### config.mk
export PLATFORM = sky130hd
export DESIGN_NAME = game_timer_ctrl
export DESIGN_NICKNAME = d
export VERILOG_FILES = /design/src/rtl/game_timer_ctrl.sv
export SDC_FILE = /design/constraint.sdc
export NUM_CORES = 1
export LEC_CHECK = 0
export CORE_MARGIN = 2
export CORE_UTILIZATION = 40
export CTS_BUF_LIST = sky130_fd_sc_hd__clkbuf_8
export DETAILED_ROUTE_END_ITERATION = 7
export HOLD_SLACK_MARGIN = 0.03
export MAX_ROUTING_LAYER = met4
export PLACE_DENSITY = 0.56
export SYNTH_ARGS = -nofsm -noshare
export SYNTH_HDL_FRONTEND = slang
export SYNTH_SLANG_ARGS = --single-unit
### constraint.sdc
create_clock -name clk -period 4.23 [get_ports clk]
set_input_delay 1.269 -clock clk [delete_from_list [all_inputs] [get_ports clk]]
set_output_delay 1.269 -clock clk [all_outputs]
set_load 0.02 [all_outputs]
### src/rtl/game_timer_ctrl.sv
// Cat-and-dog game sequencer: difficulty, BCD countdown, win/lose state, display scan select.
// Optional pause support is compiled in with TIMER_PAUSE_EN.
module game_timer_ctrl #(
    parameter int TICK_DIV = 100_000_000,
    parameter int SCAN_DIV = 50_000
) (
    input  logic       clk,
    input  logic       rst,
    input  logic       sw6,
    input  logic       sw5,
    input  logic       btn_diff,
    input  logic       btn_start,
    input  logic       btn_pause,
    input  logic       win,
    output logic       count_2,
    output logic [1:0] gameDifficulty,
    output logic [1:0] gameState,
    output logic [3:0] ones,
    output logic [3:0] tens
);

    localparam int TW = (TICK_DIV > 1) ? $clog2(TICK_DIV) : 1;
    localparam int SW = (SCAN_DIV > 1) ? $clog2(SCAN_DIV) : 1;
    localparam logic [TW-1:0] TICK_LAST = TW'(TICK_DIV - 1);
    localparam logic [SW-1:0] SCAN_LAST = SW'(SCAN_DIV - 1);

    typedef enum logic [1:0] {
        ST_LOSE = 2'd0,
        ST_WIN  = 2'd1,
        ST_PLAY = 2'd2,
        ST_IDLE = 2'd3
    } state_e;

    state_e        state_q, state_d;
    logic [1:0]    diff_q, diff_d;
    logic [1:0]    diff_inc;
    logic [3:0]    tens_q, tens_d;
    logic [3:0]    ones_q, ones_d;
    logic          count_2_q, count_2_d;
    logic [TW-1:0] tick_cnt_q, tick_cnt_d;
    logic [SW-1:0] scan_cnt_q, scan_cnt_d;
    logic          run;
    logic          tick;

    function automatic logic [7:0] preset(input logic [1:0] d);
        case (d)
            2'd0:    preset = 8'h15;
            2'd1:    preset = 8'h13;
            2'd2:    preset = 8'h09;
            default: preset = 8'h07;
        endcase
    endfunction

`ifdef TIMER_PAUSE_EN
    logic paused_q, paused_d;
    assign run = (state_q == ST_PLAY) && !paused_q;
`else
    logic unused_pause;
    assign unused_pause = btn_pause;
    assign run = (state_q == ST_PLAY);
`endif

    assign tick     = run && (tick_cnt_q == TICK_LAST);
    assign diff_inc = diff_q + 2'd1;

    always_comb begin
        scan_cnt_d = scan_cnt_q + 1'b1;
        count_2_d  = count_2_q;
        if (scan_cnt_q == SCAN_LAST) begin
            scan_cnt_d = '0;
            count_2_d  = !count_2_q;
        end
    end

    always_comb begin
        state_d    = state_q;
        diff_d     = diff_q;
        tens_d     = tens_q;
        ones_d     = ones_q;
        tick_cnt_d = tick_cnt_q;
        if (run) begin
            tick_cnt_d = tick ? '0 : tick_cnt_q + 1'b1;
        end
        unique case (state_q)
            ST_IDLE: begin
                if (sw5 && btn_diff) begin
                    diff_d           = diff_inc;
                    {tens_d, ones_d} = preset(diff_inc);
                end else if (!sw6) begin
                    {tens_d, ones_d} = preset(diff_q);
                end else if (!sw5 && btn_start) begin
                    {tens_d, ones_d} = preset(diff_q);
                    state_d          = ST_PLAY;
                end
            end
            ST_PLAY: begin
                if (!sw6) begin
                    state_d          = ST_IDLE;
                    {tens_d, ones_d} = preset(diff_q);
                end else if (win) begin
                    state_d = ST_WIN;
                end else if (tick) begin
                    // 01 (or a stray 00) ends the game without underflow
                    if ({tens_q, ones_q} <= 8'h01) begin
                        {tens_d, ones_d} = 8'h00;
                        state_d          = ST_LOSE;
                    end else if (ones_q == 4'd0) begin
                        ones_d = 4'd9;
                        tens_d = tens_q - 4'd1;
                    end else begin
                        ones_d = ones_q - 4'd1;
                    end
                end
            end
            ST_WIN, ST_LOSE: begin
                if (!sw6 || btn_start) begin
                    state_d          = ST_IDLE;
                    {tens_d, ones_d} = preset(diff_q);
                end
            end
        endcase
        if (state_d != ST_PLAY) begin
            tick_cnt_d = '0;
        end
    end

`ifdef TIMER_PAUSE_EN
    always_comb begin
        paused_d = paused_q;
        if (state_q == ST_PLAY && btn_pause) begin
            paused_d = !paused_q;
        end
        if (state_d != ST_PLAY) begin
            paused_d = 1'b0;
        end
    end
`endif

    always_ff @(posedge clk) begin
        if (rst) begin
            state_q    <= ST_IDLE;
            diff_q     <= 2'd0;
            tens_q     <= 4'd1;
            ones_q     <= 4'd5;
            count_2_q  <= 1'b0;
            tick_cnt_q <= '0;
            scan_cnt_q <= '0;
`ifdef TIMER_PAUSE_EN
            paused_q   <= 1'b0;
`endif
        end else begin
            state_q    <= state_d;
            diff_q     <= diff_d;
            tens_q     <= tens_d;
            ones_q     <= ones_d;
            count_2_q  <= count_2_d;
            tick_cnt_q <= tick_cnt_d;
            scan_cnt_q <= scan_cnt_d;
`ifdef TIMER_PAUSE_EN
            paused_q   <= paused_d;
`endif
        end
    end

    assign count_2        = count_2_q;
    assign gameDifficulty = diff_q;
    assign gameState      = state_q;
    assign tens           = tens_q;
    assign ones           = ones_q;

endmodule

==> metrics.cfg <==
[outcome]
status = finished, final reports clean

[synth]
yosys.area.top_type = dfxtp_1
syn-num-nets = 371
yosysWarnings = 0
synth_edf_count = 0
ys_ff_latch = 56
synthCells = 354
synth_top_area_share_pct = 37.82
synthTopCellsByArea = dfxtp_1 (38%), xnor2_1 (8.3%), nor2_1 (6.5%)
syn_area_mm2 = 0.002964
yosys.cell_types.count = 58
synth_seq_area_share_pct = 37.82
synthArstFlopShare_pct = 0
syn_avg_cell_area_um2 = 8.373
synthFlopType = dfxtp_1

[worst_setup_path]
worstPathCellList = clkdlybuf4s50_1
end_kind = primary output
path_class = reg2out
cp_max_fo = 14
crit_path_start_kind = flip-flop
arrival_ns = 1.63
path_buf_inv = 1
slowest_stage = clkdlybuf4s50_1
cpLargestDelayFamily = buffers and inverters
max_stage_delay_ns = 0.69
required_ns = 2.96

[power_and_ir_drop]
power_leakage_nw = 1.070
p_int_w = 0.0007591
p_sw_w = 0.0002537
pwr-share-clk_pct = 36.1
swShare_pct = 25.05
ir_drop_mv = 0.1456
power.share.combinational_pct = 9.8
cellPowerDensity_mw_per_mm2 = 302.2
seq_power_share_pct = 54.2

[die]
core-area_mm2 = 0.007214
ios = 21
start_util_pct = 41.09
dieArea_mm2 = 0.008114
die_width_um = 90.08
num_rows = 31
die_height_um = 90.08

[clocking]
insertion_delay_ns = 0.31
ctsHoldBuffers = 0
clk_pin_slew_worst_paths_ns = 0.10
cts_sinks = 56
ctsLongestPathBuffers = 2
post_cts_buffers = 0
cts_tree = built
numCtsBuffers = 5
cts_resized = 0
h-tree-depth = 2
cts-root-buf = clkbuf_8

[sta]
tns_ns = 0
fin_crit_sh_pct = 68.59
worst_slew_pin_slew_ns = 0.5278
setup_viol = 0
fin_skew_ns = 0.01016
drv_slew = 0
min_period_ns = 2.901
finalHoldViolCount = 0
rsz0062_at_grt = no
slew_headroom_pct = 64.49
setup_slack_ns = 1.329
fmax_mhz = 344.7

[layout]
fin_area_mm2 = 0.003352
drive_gt1_share_pct = 4.865
layout_commonest_cell = dfxtp_1
antennaDiodeCount = 0
syn_to_final_growth_pct = 13.09
fin_util_pct = 46.46
nNetsFinal = 386
most-common-layout-cells = dfxtp_1 (56), nor2_1 (51), xnor2_1 (28), nand2_1 (27), nand3_1 (23)

[route]
avgViaCountPerCell = 5.252
vias = 2463
drc = 0
wl_per_cell_um = 13.01
first_pass_iters = 4
routed_wl_um = 6102
first_iter_violations = 114
ant_nets = 0

[place]
dp_hpwl_um = 4457
place_area_mm2 = 0.003237
dpl_worst_slack_ns = 0.9939
numPortBuffers = 19
gp_congestion = 0.8723

[grt]
grt_max_degree = 19
gr-usage-all-layers_pct = 16.10
first_global_vias = 2282
grt_pass1_wl_um = 10590
antenna_found_initial = 0
overflow = 0

[worst_hold_path]
hold_path.class = reg2reg

[job]
cap_violations = 0

==> synthesized netlist by cell type (all sizes together) (2+ instances only) <==
cell / n
inv: 15
nor3b: 2
nand3: 23
nor4: 12
clkbuf: 11
and3: 5
and3b: 2
xnor2: 28
a221o: 2
dfxtp: 56
nor2b: 2
a21oi: 9
xor2: 13
nor3: 17
mux2i: 2
a31o: 3
nand4: 6
nand2: 27
o21ai: 8
ha: 9
and2: 3
and4: 3
or2: 2
a311oi: 2
nor2: 51
or3: 7
nand2b: 3
nor4b: 2
o211ai: 2
a22o: 2
buf: 2
==> power by group through the flow <==
stage          combinational, W  sequential [W]  clock, W
2_1_floorplan         0.0000628        0.000562         0
3_3_place_gp          0.0000987        0.000561         0
3_5_place_dp          0.0000995        0.000561         0
4_1_cts               0.0000997        0.000549  0.000376
5_1_grt                0.000110        0.000550  0.000398
6_report              0.0000992        0.000548  0.000365
==> tightest hold or removal path, delay by kind of cell, from the launching register on <==
family | cells | cell delay [ns]
AND/OR/NAND/NOR | 1 | 0.06
AO/OA/AOI/OAI | 1 | 0.05
flip-flops | 1 | 0.34
==> path summary, 6_finish.rpt <==
check                              startpoint            end  slack [ns]  cells past startpoint
worst max register to register        tens[0]        tens[0]        1.71                      7
worst max-delay path             gameState[0]   gameState[0]        1.33                      1
worst min-delay path            tick_cnt_q[1]  tick_cnt_q[1]        0.48                      2
worst min register to register  tick_cnt_q[1]  tick_cnt_q[1]        0.48                      2
==> registers in the layout (all words and copies together), names as in the netlist <==
signal	cells
tick_cnt_q	27
scan_cnt_q	16
ones	4
tens	4
gameDifficulty	2
gameState	2
count_2	1
==> layer usage <==
metal	vias up	track usage (%)	part of all wire [%]
met1	1144	21.25	51
met5	-	-	0
met4	0	5.641	1.3
met2	37	24.81	45
met3	7	3.018	3.1
li1	1275	-	-
==> final cells by class <==
type,count,area [µm²]
Clock buffer,5,68.82
Clock inverter,3,46.29
Fill cell,743,3862
Inverter,15,56.30
Multi-Input combinational cell,270,1730
Sequential cell,56,1121
Tap cell,99,123.9
Timing Repair Buffer,21,205.2
==> logic make-up (layout without fill, tap and decap cells) <==
kind of cell | after synthesis | count (layout) | synth area share (%)
flip-flops | 56 | 56 | 37.82
buffers and inverters | 28 | 44 | 3.799
AND/OR/NAND/NOR | 170 | 170 | 28.87
XOR/XNOR | 41 | 41 | 12.12
adder cells (fa/ha/maj) | 9 | 9 | 3.799
AO/OA/AOI/OAI | 48 | 48 | 12.92
multiplexers | 2 | 2 | 0.6754
==> through the flow <==
stage	power, W	std cells	hold slack [ns]
2_1_floorplan	0.0006246	354	0.4297
3_3_place_gp	0.0006593	461	0.4443
3_5_place_dp	0.0006601	461	0.4579
4_1_cts	0.001024	469	0.4819
5_1_grt	0.001058	469	0.4954
6_report	0.001013	469	0.4816
(Power assumes the default switching activity.)
